<file path="src/rtl/sap_ctrl_sequencer.sv">
// sap_ctrl_sequencer: T-state sequencer and microcode decoder for the
// 8-bit shared-bus datapath. It steps a fetch/execute ring and decodes the
// control strobes from (tstate, opcode, cf, zf).
//
// Build option SEQ_EARLY_END_EN: when defined, each instruction returns to
// T0 right after its last active micro-step. When it is undefined, every
// instruction runs the full T0..T5 ring. The strobe content of each T-state
// is the same in both builds.
module sap_ctrl_sequencer (
    input  logic       clk,
    input  logic       rst,
    input  logic       step_en,
    input  logic [3:0] opcode,
    input  logic       cf,
    input  logic       zf,
    output logic       pc_out,
    output logic       pc_inc,
    output logic       pc_load_n,
    output logic       mar_load_n,
    output logic       ram_out,
    output logic       ram_we,
    output logic       ir_load_n,
    output logic       ir_out,
    output logic       a_load_n,
    output logic       a_out,
    output logic       b_load_n,
    output logic       alu_out,
    output logic       sub,
    output logic       out_load_n,
    output logic       halted,
    output logic [2:0] tstate
);

    typedef enum logic [2:0] {
        T0 = 3'd0,
        T1 = 3'd1,
        T2 = 3'd2,
        T3 = 3'd3,
        T4 = 3'd4,
        T5 = 3'd5
    } tstate_e;

    localparam logic [3:0] OP_NOP = 4'h0;
    localparam logic [3:0] OP_LDA = 4'h1;
    localparam logic [3:0] OP_ADD = 4'h2;
    localparam logic [3:0] OP_SUB = 4'h3;
    localparam logic [3:0] OP_STA = 4'h4;
    localparam logic [3:0] OP_LDI = 4'h5;
    localparam logic [3:0] OP_JMP = 4'h6;
    localparam logic [3:0] OP_JC  = 4'h7;
    localparam logic [3:0] OP_JZ  = 4'h8;
    localparam logic [3:0] OP_OUT = 4'hE;
    localparam logic [3:0] OP_HLT = 4'hF;

    tstate_e tstate_q, tstate_d;
    logic    halted_q, halted_d;
    tstate_e last_step;

    // Last T-state of the current instruction; the counter wraps to T0 after it.
    always_comb begin
        last_step = T5;
`ifdef SEQ_EARLY_END_EN
        case (opcode)
            OP_LDA, OP_STA: last_step = T3;
            OP_ADD, OP_SUB: last_step = T4;
            default:        last_step = T2;
        endcase
`endif
    end

    // Next-state logic: advance, wrap or halt; freeze while halted or stepping is off.
    always_comb begin
        tstate_d = tstate_q;
        halted_d = halted_q;
        if (!halted_q && step_en) begin
            if (tstate_q == T2 && opcode == OP_HLT) begin
                // tstate stays parked at T2 once halted.
                halted_d = 1'b1;
            end else if (tstate_q >= last_step || tstate_q >= T5) begin
                tstate_d = T0;
            end else begin
                tstate_d = tstate_e'(tstate_q + 3'd1);
            end
        end
    end

    // State register with synchronous reset.
    always_ff @(posedge clk) begin
        if (rst) begin
            tstate_q <= T0;
            halted_q <= 1'b0;
        end else begin
            tstate_q <= tstate_d;
            halted_q <= halted_d;
        end
    end

    // Strobe decode. Every strobe idles while in reset, halted or frozen.
    always_comb begin
        pc_out     = 1'b0;
        pc_inc     = 1'b0;
        pc_load_n  = 1'b1;
        mar_load_n = 1'b1;
        ram_out    = 1'b0;
        ram_we     = 1'b0;
        ir_load_n  = 1'b1;
        ir_out     = 1'b0;
        a_load_n   = 1'b1;
        a_out      = 1'b0;
        b_load_n   = 1'b1;
        alu_out    = 1'b0;
        sub        = 1'b0;
        out_load_n = 1'b1;
        if (!rst && !halted_q && step_en) begin
            case (tstate_q)
                T0: begin
                    pc_out     = 1'b1;
                    mar_load_n = 1'b0;
                end
                T1: begin
                    ram_out   = 1'b1;
                    ir_load_n = 1'b0;
                    pc_inc    = 1'b1;
                end
                T2: begin
                    case (opcode)
                        OP_LDA, OP_ADD, OP_SUB, OP_STA: begin
                            ir_out     = 1'b1;
                            mar_load_n = 1'b0;
                        end
                        OP_LDI: begin
                            ir_out   = 1'b1;
                            a_load_n = 1'b0;
                        end
                        OP_JMP: begin
                            ir_out    = 1'b1;
                            pc_load_n = 1'b0;
                        end
                        OP_JC: begin
                            if (cf) begin
                                ir_out    = 1'b1;
                                pc_load_n = 1'b0;
                            end
                        end
                        OP_JZ: begin
                            if (zf) begin
                                ir_out    = 1'b1;
                                pc_load_n = 1'b0;
                            end
                        end
                        OP_OUT: begin
                            a_out      = 1'b1;
                            out_load_n = 1'b0;
                        end
                        default: ;
                    endcase
                end
                T3: begin
                    case (opcode)
                        OP_LDA: begin
                            ram_out  = 1'b1;
                            a_load_n = 1'b0;
                        end
                        OP_ADD: begin
                            ram_out  = 1'b1;
                            b_load_n = 1'b0;
                        end
                        OP_SUB: begin
                            ram_out  = 1'b1;
                            b_load_n = 1'b0;
                            sub      = 1'b1;
                        end
                        OP_STA: begin
                            a_out  = 1'b1;
                            ram_we = 1'b1;
                        end
                        default: ;
                    endcase
                end
                T4: begin
                    if (opcode == OP_ADD || opcode == OP_SUB) begin
                        alu_out  = 1'b1;
                        a_load_n = 1'b0;
                        sub      = (opcode == OP_SUB);
                    end
                end
                default: ;
            endcase
        end
    end

    assign halted = halted_q;
    assign tstate = tstate_q;

    // NOP is decoded through the default arms above.
    logic unused_nop;
    assign unused_nop = (opcode == OP_NOP);

endmodule

</file>
<file path="config.mk">
export PLATFORM = sky130hd
export DESIGN_NAME = sap_ctrl_sequencer
export DESIGN_NICKNAME = d
export VERILOG_FILES = /design/src/rtl/sap_ctrl_sequencer.sv
export SDC_FILE = /design/constraint.sdc
export NUM_CORES = 1
export LEC_CHECK = 0
export BUFFER_PORTS_ARGS = -buffer_cell sky130_fd_sc_hd__buf_2
export CORE_UTILIZATION = 43
export CTS_CLUSTER_DIAMETER = 40
export DETAILED_ROUTE_END_ITERATION = 8
export PLACE_DENSITY = 0.75
export SLEW_MARGIN = 20
export SYNTH_ARGS = -nofsm -noshare
export SYNTH_HDL_FRONTEND = slang
export SYNTH_SLANG_ARGS = --single-unit
</file>
<file path="constraint.sdc">
create_clock -name clk -period 2.5 [get_ports clk]
set_input_delay 0.125 -clock clk [delete_from_list [all_inputs] [get_ports clk]]
set_output_delay 0.125 -clock clk [all_outputs]
set_load 0.005 [all_outputs]
</file>
==> qor.yml <==
timing:
  skew_ns: 0.000593
  rsz0062_at_grt: "false"
  final-max-slew-violation-count: 0
  relSlewSlack_pct: 62.0
  fin_crit_sh_pct: 76.0
  finalHoldViolCount: 0
  final.setup.tns_ns: 0
  fin_crit_ns: 1.90
  worstMarginPinSlew_ns: 0.569
  hold-worst-slack_ns: 0.251
  max_freq_ghz: 0.527
  setup_viol: 0
placed_design:
  placed_cell_area_um2: 712
  numPortBuffers: 26
  detailed_place_hpwl_um: 1080
  gp_congestion: 0.726
die:
  core_um2: 1190
  die_y_um: 38.7
  io_pins: 27
  rows: 12
  die_area_um2: 1500
  fp.dieW_um: 38.7
  start_util_pct: 48.9
worst_setup_path:
  startpoint_type: "flop"
  cp_max_fo: 7
  cp-startpoint: "tstate[1]"
  rr_endpoint: "tstate[2]"
  required_ns: 2.38
  max_stage_delay_ns: 0.43
  slowest_stage: "dfxtp_1"
  critPathCapture: "a_out"
  critical_path_class: "reg -> out"
  r2r-start: "tstate[1]"
  cp-end-kind: "primary output"
  cp_cell_sequence: "ha_1, nand4b_1, or2_2, a21oi_1, buf_2"
  reg2reg_depth: 5
  worst-r2r-setup-slack_ns: 0.95
  cp.arrival_ns: 1.77
drt:
  route.detailed.drc: 0
  drt-pass1-iter-count: 4
  wirelength_um: 1400
  drtIter0Drc: 20
  vias: 663
  ant_nets: 0
  via_per_inst: 5.57
  routedWlPerCell_um: 11.8
clock_tree:
  clk_pin_slew_ns: 0.04
  cts_tree: "yes"
  cts_buffers: 3
  htreeDepth: 1
  post-cts-setup-buffer-count: 0
  cts_buffer_depth: 2
  worstSkewPairLatency_ns: 0.23
  ctsResizeCount: 0
  hold_buffers: 0
  root_buffer: "clkbuf_4"
  cts_sinks: 4
synth:
  syn_inst: 80
  synth.avg_cell_area_um2: 7.26
  synth_mux_area_share_pct: 5.17
  synth-simple-area-share_pct: 44.8
  syn_area_um2: 581
  synth_top_family_by_area: "simple AND/OR/NAND/NOR gates"
  yosys.cell_types.count: 35
  synth-adder-area-share_pct: 10.8
  syn-num-nets: 94
  synth_warnings: 0
  ys_ff_latch: 4
  ys_seq_area_share_pct: 13.8
  synth-xor-area-share_pct: 0
  synth-compound-area-share_pct: 18.8
cells_and_area:
  areaGrowthSynthToFinish_pct: 26.5
  drive_gt1_share_pct: 31.4
  final_area_um2: 734
  fin_nets: 121
  utilization_pct: 61.9
  diodes: 0
power:
  cellLeakagePower_nw: 0.333
  finalPower_mw: 0.232
  powerDensity_nw_per_um2: 316
  peakVddDrop_mv: 0.198
grt:
  grt_pass1_vias: 530
  grt_pass1_wl_um: 2260
  grt.total_usage_pct: 20.9
  gr-total-overflow: 0
  grt_max_degree: 12
  antenna_found_initial: 0
job:
  drv_cap: 0
status:
  status: "complete, no violations"
min_path:
  min_path_type: "in -> reg"
## kinds of logic (layout without fill, tap and decap cells)
kind of cell	count (synthesis)	in the layout
buffers and inverters	10	35
muxes	3	3
and+or+nand+nor	42	42
DFF	4	4
adders and majority gates	5	5
AOI/OAI and AO/OA	16	16
## routing by layer
layer  up-vias  GRT usage [%]  wire, µm
met5         -              0         0
met4         0              0         0
met3         0           5.20       103
met2        29           32.5       595
met1       295           30.3       706
li1        339              -         -
## flip-flops by register name, indices dropped and copies added, names as in the netlist
signal,cells
tstate,3
halted,1
## cells in the final DEF, fill, tap and decap left out, types with 2 or more instances in the layout
| cell | instances |
|---|---|
| buf_2 | 26 |
| nor2_1 | 7 |
| inv_1 | 6 |
| nand2b_1 | 6 |
| ha_1 | 5 |
| a21oi_1 | 4 |
| nand2_1 | 4 |
| o21ai_0 | 4 |
| dfxtp_1 | 4 |
| nand3_1 | 3 |
| nor2b_1 | 3 |
| mux2i_1 | 3 |
| clkbuf_4 | 3 |
| nor3b_1 | 2 |
| o31ai_1 | 2 |
| nor3_1 | 2 |
| and3_1 | 2 |
| nand3b_1 | 2 |
## layout make-up
cell class	count	area [µm²]
multi-input cells	66	462
fillers	106	452
repair buffers	26	130
flip-flops and latches	4	80.1
clock buffers	3	22.5
inverters	6	22.5
well taps	14	17.5
## cell usage after synthesis (all sizes together)
| master | instances | area [µm²] |
|---|---|---|
| nand2b | 6 | 37.5 |
| or3b | 2 | 20.0 |
| nor4bb | 1 | 10.0 |
| nand3b | 2 | 15.0 |
| o21ba | 1 | 10.0 |
| nand3 | 3 | 15.0 |
| dfxtp | 4 | 80.1 |
| nand4 | 1 | 6.26 |
| buf | 1 | 5.00 |
| nor2b | 3 | 18.8 |
| a21oi | 4 | 20.0 |
| nand2 | 4 | 15.0 |
| and3b | 1 | 8.76 |
| nor2 | 7 | 26.3 |
| nor3 | 2 | 10.0 |
| and3 | 2 | 12.5 |
| and4 | 1 | 8.76 |
| or3 | 1 | 6.26 |
| a21o | 1 | 7.51 |
| or2 | 1 | 6.26 |
| inv | 6 | 22.5 |
| clkbuf | 3 | 11.3 |
| o32ai | 1 | 8.76 |
| o21ai | 5 | 28.8 |
| o31ai | 2 | 15.0 |
| nor3b | 2 | 15.0 |
| nand4b | 1 | 8.76 |
| a32o | 1 | 10.0 |
| nand4bb | 1 | 11.3 |
| o2111ai | 1 | 8.76 |
| ha | 5 | 62.6 |
| nor4b | 1 | 8.76 |
| mux2i | 3 | 30.0 |
## critical path: cells and delay by family (launching register included)
family          cells  cell delay (ns)
compound gates      1             0.13
fa+ha+maj           1             0.32
buf+inv             1             0.13
flops               1             0.43
simple gates        2             0.53
## per-stage QoR
stage | setup slack, ns | std cells
after floorplan | 1.07 | 80
after global placement | 0.871 | 116
after detailed placement | 0.836 | 116
after CTS | 0.571 | 119
after global routing | 0.436 | 119
final | 0.601 | 119
## power breakdown
group / internal, mW / switching [mW]
Sequential: 0.0677 / 0.00639
Combinational: 0.0346 / 0.0414
Clock: 0.0538 / 0.0284
## worst min-delay path by stage
stage / from / end / slack, ns / depth (start not counted)
after floorplan: rst / tstate[0] / 0.30 / 3
after global placement: rst / tstate[0] / 0.50 / 4
after detailed placement: rst / tstate[0] / 0.50 / 4
after CTS: rst / tstate[0] / 0.24 / 4
after global routing: rst / halted / 0.26 / 2
final: rst / tstate[0] / 0.25 / 4
(Power assumes the default switching activity.)
